<file path="config.mk">
export PLATFORM = sky130hd
export DESIGN_NAME = sipo_frame_rx_flat
export DESIGN_NICKNAME = d
export VERILOG_FILES = /design/src/rtl/sipo_frame_rx_if.sv /design/src/rtl/sipo_frame_rx.sv /design/src/flat_wrapper.sv
export SDC_FILE = /design/constraint.sdc
export NUM_CORES = 1
export LEC_CHECK = 0
export ABC_AREA = 1
export CAP_MARGIN = 5
export CORE_MARGIN = 3
export CORE_UTILIZATION = 27
export DETAILED_ROUTE_END_ITERATION = 16
export REMOVE_ABC_BUFFERS = 1
export SYNTH_ARGS = -nofsm -noshare
export SYNTH_HDL_FRONTEND = slang
export SYNTH_SLANG_ARGS = --single-unit
</file>
<file path="constraint.sdc">
create_clock -name clk -period 1.61 [get_ports clk]
set_input_delay 0.4025 -clock clk [delete_from_list [all_inputs] [get_ports clk]]
set_output_delay 0.4025 -clock clk [all_outputs]
set_load 0.01 [all_outputs]
</file>
<file path="src/rtl/sipo_frame_rx_if.sv">
// Parallel word handshake between the serial frame receiver and its downstream consumer.
interface sipo_frame_rx_if #(
  parameter int unsigned WIDTH = 8
);
  logic [WIDTH-1:0] data_out;
  logic             data_valid;
  logic             data_ready;
  logic             parity_err;

  modport master (
    output data_out,
    output data_valid,
    output parity_err,
    input  data_ready
  );

  modport slave (
    input  data_out,
    input  data_valid,
    input  parity_err,
    output data_ready
  );
endinterface

</file>
<file path="src/rtl/sipo_frame_rx.sv">
// Serial-in, parallel-out frame receiver: start bit, WIDTH data bits MSB first, optional
// even parity, then a single-entry holding register behind a valid/ready handshake.
module sipo_frame_rx #(
  parameter int unsigned WIDTH     = 8,
  parameter bit          PARITY_EN = 1'b1
) (
  input  logic              clk,
  input  logic              reset,
  input  logic              serial_in,
  sipo_frame_rx_if.master   bus,
  output logic              overrun,
  output logic              busy
);

  localparam int unsigned CW = (WIDTH > 2) ? $clog2(WIDTH) : 1;

  typedef enum logic [1:0] {StIdle, StData, StParity} state_e;

  state_e           state_q;
  logic [CW-1:0]    cnt_q;
  logic [WIDTH-1:0] shreg_q;
  logic [WIDTH-1:0] data_q;
  logic             valid_q;
  logic             perr_q;
  logic             overrun_q;

  logic [WIDTH-1:0] shifted;
  logic [WIDTH-1:0] word;
  logic             last_bit;
  logic             frame_done;
  logic             word_err;
  logic             accept;
  logic             load;

  always_comb begin
    shifted    = {shreg_q[WIDTH-2:0], serial_in};
    last_bit   = (cnt_q == CW'(WIDTH - 1));
    frame_done = 1'b0;
    word       = shifted;
    word_err   = 1'b0;
    case (state_q)
      StData: begin
        if (last_bit && !PARITY_EN) frame_done = 1'b1;
      end
      StParity: begin
        frame_done = 1'b1;
        word       = shreg_q;
        word_err   = (^shreg_q) ^ serial_in;
      end
      default: ;
    endcase
    accept = valid_q & bus.data_ready;
    // Holding register is free if empty or being drained on this very edge.
    load   = frame_done & (~valid_q | accept);
  end

  always_ff @(posedge clk) begin
    if (reset) begin
      state_q   <= StIdle;
      cnt_q     <= '0;
      shreg_q   <= '0;
      data_q    <= '0;
      valid_q   <= 1'b0;
      perr_q    <= 1'b0;
      overrun_q <= 1'b0;
    end else begin
      case (state_q)
        StIdle: begin
          if (serial_in) begin
            state_q <= StData;
            cnt_q   <= '0;
          end
        end
        StData: begin
          shreg_q <= shifted;
          cnt_q   <= cnt_q + CW'(1);
          if (last_bit) state_q <= PARITY_EN ? StParity : StIdle;
        end
        StParity: state_q <= StIdle;
        default:  state_q <= StIdle;
      endcase

      if (load) begin
        data_q  <= word;
        perr_q  <= word_err;
        valid_q <= 1'b1;
      end else if (accept) begin
        valid_q <= 1'b0;
      end

      if (frame_done && !load) overrun_q <= 1'b1;
    end
  end

  assign bus.data_out   = data_q;
  assign bus.data_valid = valid_q;
  assign bus.parity_err = perr_q;
  assign overrun        = overrun_q;
  assign busy           = (state_q != StIdle);

endmodule

</file>
<file path="src/flat_wrapper.sv">
// flat-port wrapper written by rule: the top's interface ports become plain ports
module sipo_frame_rx_flat 
#(
  parameter int unsigned WIDTH     = 8,
  parameter bit          PARITY_EN = 1'b1
)
  (clk, reset, serial_in, overrun, busy, bus_data_out, bus_data_valid, bus_parity_err, bus_data_ready);
  sipo_frame_rx_if #(.WIDTH(WIDTH)) bus_i ();
  input  logic clk;
  input  logic reset;
  input  logic serial_in;
  output logic overrun;
  output logic busy;
  output wire logic [$bits(bus_i.data_out)-1:0] bus_data_out;
  output wire logic [$bits(bus_i.data_valid)-1:0] bus_data_valid;
  output wire logic [$bits(bus_i.parity_err)-1:0] bus_parity_err;
  input wire logic [$bits(bus_i.data_ready)-1:0] bus_data_ready;
  assign bus_data_out = bus_i.data_out;
  assign bus_data_valid = bus_i.data_valid;
  assign bus_parity_err = bus_i.parity_err;
  assign bus_i.data_ready = bus_data_ready;
  sipo_frame_rx #(.WIDTH(WIDTH), .PARITY_EN(PARITY_EN)) u_core (.clk(clk), .reset(reset), .serial_in(serial_in), .bus(bus_i), .overrun(overrun), .busy(busy));
endmodule
</file>
==> results.tsv <==
stage	metric	value	unit
run_status	outcome	finished clean	
global_routing	grtUsageTotal	0.0969	
route	ant_nets	0	
clock_tree	clock_sinks	24	
clock_tree	htree_levels	1	
worst_setup_path	crit_family	buffers and inverters	
yosys	synth_area	1020	um2
route	drc_errors	0	
die	start_util	0.293	
yosys	netlist_instances	126	
clock_tree	cts_tree	yes	
power_and_ir_drop	p_switching	0.274	mW
global_routing	grt_pass1_wl	3420	um
clock_tree	postCtsHoldBufs	0	
power_and_ir_drop	leakage	0.544	nW
worst_setup_path	r2r_end	u_core.shreg_q[4]$_SDFFE_PP0P_	
worst_setup_path	r2r_cells	5	
clock_tree	cts_buffer_depth	2	
die	core_area	3470	um2
timing	period_share	0.970	
hold_path	min_to	u_core.cnt_q[0]$_SDFFE_PP0P_	
global_routing	antenna_found_initial	0	
timing	slew_violations	0	
cells_and_area	nets	150	
cells_and_area	drive_gt1_frac	0.112	
global_routing	grt_start_max_net_pins	19	
worst_setup_path	cp-end-kind	primary output	
route	wl_per_cell	10.0	um
yosys	synth_seq_cells	24	
worst_setup_path	cp_max_fo	2	
worst_setup_path	critPathLaunchType	flop	
cells_and_area	regArea	485	um2
route	drt_iter0_drc	22	
yosys	synthDistinctLibCells	22	
cells_and_area	multi_input_area	425	um2
worst_setup_path	path_cells	clkdlybuf4s50_1	
die	dieWidth	67.4	um
worst_setup_path	crit_path_max_incr_delay	0.55	ns
route	vias	842	
worst_setup_path	critPathKind	reg2out	
yosys	avgSynthCellArea	8.07	um2
power_and_ir_drop	powerDensity	915	nW/um2
worst_setup_path	slowest_stage	clkdlybuf4s50_1	
clock_tree	cts-buffers-inserted	3	
hold_path	worstHoldPathType	reg2reg	
cells_and_area	fin_area	1250	um2
cells_and_area	num_antenna_cells	0	
worst_setup_path	worstReg2RegStart	u_core.state_q[0]$_SDFFE_PP0P_	
worst_setup_path	critPathBufInv	1	
power_and_ir_drop	combPwrFrac	0.102	
cells_and_area	utilization	0.362	
timing	maxSlewHeadroom	0.708	
placed_design	io_buffers	15	
timing	fin_skew	0.00282	ns
worst_setup_path	critical_path_arrival	1.16	ns
route	drt_first_pass_iters	4	
route	routed-wl-met2	844	um
worst_setup_path	r2r_slack	0.41	ns
power_and_ir_drop	ir_drop	0.317	mV
placed_design	place_area	1190	um2
run	cap_violations	0	
die	rows	21	
route	routed_via_density	4.46	
timing	max_freq	0.640	GHz
timing	finalSetupViolCount	0	
die	die-height	67.4	um
global_routing	grt.overflow.total	0	
route	met1_length	930	um
die	pin_count	16	
cells_and_area	fillers	364	
route	wl_met3	80	um
yosys	ys.warnings.count	0	
hold_path	whs_path_depth	1	
power_and_ir_drop	seq_power_share	0.548	
route	drt-total-wl	1900	um
power_and_ir_drop	internal-power	0.875	mW
hold_path	hold_start	u_core.cnt_q[0]$_SDFFE_PP0P_	
global_routing	grt_pass1_vias	819	
timing	fin_crit	1.56	ns
clock_tree	ctsRootBufferMaster	clkbuf_8	
power_and_ir_drop	switching_share	0.238	
clock_tree	insertion_delay	0.26	ns
cells_and_area	syn2layout_area_growth	23.4	%
yosys	ys_seq_area_frac	0.472	
clock_tree	clk_pin_slew_worst_paths	0.08	ns
timing	rsz0062_at_grt	no	
placed_design	place_hpwl	1380	um
route	top_layer_used	met4	
power_and_ir_drop	clkPwrFrac	0.349	
timing	tightest_slew	0.437	ns
placed_design	gp_congestion	0.783	
timing	hold_violations	0	
die	die_area	4540	um2
worst_setup_path	crit_required	1.21	ns
flip-flops by register name, indices dropped and copies added (netlist names):
register               cells
u_core.bus.data_valid      1
u_core.bus.parity_err      1
u_core.cnt_q               3
u_core.overrun             1
u_core.state_q             2
u_core.bus.data_out        8
u_core.shreg_q             8
final cells by class:
type                       count  area share
tap                           46      0.0459
multi-input combinational     81       0.339
clock buffer                   4      0.0439
sequential                    24       0.387
inverter                      18      0.0578
timing repair buffer          16       0.127
Yosys cell counts:
library cell	count	area, um2
dfxtp_1	24	480
nand2_1	21	78.8
a21oi_1	17	85.1
o21ai_0	16	80.1
inv_1	15	56.3
nor2_1	10	37.5
nand3_1	4	20.0
a22oi_1	2	15.0
ha_1	2	25.0
inv_2	2	7.51
nor2_4	2	22.5
a211oi_1	1	7.51
a21oi_2	1	8.76
and3_1	1	6.26
buf_12	1	20.0
buf_6	1	11.3
clkbuf_4	1	7.51
inv_6	1	8.76
nand2_4	1	11.3
nand3_2	1	10.0
o21ai_2	1	8.76
xor2_1	1	8.76
routing by layer:
layer  vias to the layer above  GRT usage
met1                       378      0.121
met2                        16      0.161
met4                         0     0.0456
li1                        443          -
met5                         -          0
met3                         5     0.0183
timing repair:
action	in CTS	in global routing
resized for setup	4	1
setup endpoints to repair	1	1
setup buffers	0	0
hold endpoints to repair	0	0
logic make-up after synthesis:
| family | after synthesis | share of synthesized area |
|---|---|---|
| AOI/OAI and AO/OA | 38 | 0.202 |
| buffers and inverters | 21 | 0.109 |
| DFF | 24 | 0.472 |
| adders and majority gates | 2 | 0.0246 |
| xor gates and xnor gates | 1 | 0.00861 |
| and+or+nand+nor | 40 | 0.183 |
placed cells by master, fill, tap and decap left out:
master and count:
buf_4 1, dfxtp_4 1, nor2_4 2, o21ai_0 16, nor2_1 10, a22oi_1 2, dlygate4sd2_1 1, a211oi_1 1
a21oi_1 17, inv_2 2, nand2_1 21, inv_6 1, nand2_4 1, dfxtp_1 22, dfxtp_2 1, nand3_1 4
xor2_1 1, ha_1 2, nand3_2 1, dlymetal6s2s_1 1, a21oi_2 1, inv_1 15, and3_1 1, clkdlybuf4s50_1 13
o21ai_2 1, clkbuf_8 4
through the flow:
stage | TNS (ns) | power (mW) | setup WS, ns | instances | hold WS (ns)
3_3_place_gp | 0 | 0.756 | 0.0270 | 185 | 0.443
6_report | 0 | 1.15 | 0.0486 | 189 | 0.465
3_5_place_dp | -0.00234 | 0.763 | -0.00234 | 185 | 0.455
4_1_cts | 0 | 1.16 | 0.0402 | 189 | 0.468
5_1_grt | 0 | 1.21 | 0.00512 | 189 | 0.482
2_1_floorplan | 0 | 0.726 | 0.539 | 123 | 0.430
worst max path at each step:
stage                                              end  slack, ns                           startpoint  depth (start not counted)
global placement    u_core.bus.parity_err$_SDFFE_PP0P_       0.03                            serial_in                         12
CTS                                    bus_data_out[6]       0.04  u_core.bus.data_out[6]$_SDFFE_PP0P_                          1
global route                           bus_data_out[6]      0.005  u_core.bus.data_out[6]$_SDFFE_PP0P_                          1
floorplan               u_core.shreg_q[4]$_SDFFE_PP0P_       0.54       u_core.state_q[0]$_SDFFE_PP0P_                          5
finish                                 bus_data_out[6]       0.05  u_core.bus.data_out[6]$_SDFFE_PP0P_                          1
detailed placement  u_core.bus.parity_err$_SDFFE_PP0P_     -0.002                            serial_in                         12
power by group through the flow:
stage	combinational, mW	clock, mW	sequential, mW
2_1_floorplan	0.0858	0	0.640
3_3_place_gp	0.113	0	0.643
3_5_place_dp	0.119	0	0.644
4_1_cts	0.119	0.413	0.630
5_1_grt	0.140	0.435	0.634
6_report	0.117	0.401	0.630
Power figures use the tool's default switching activity.
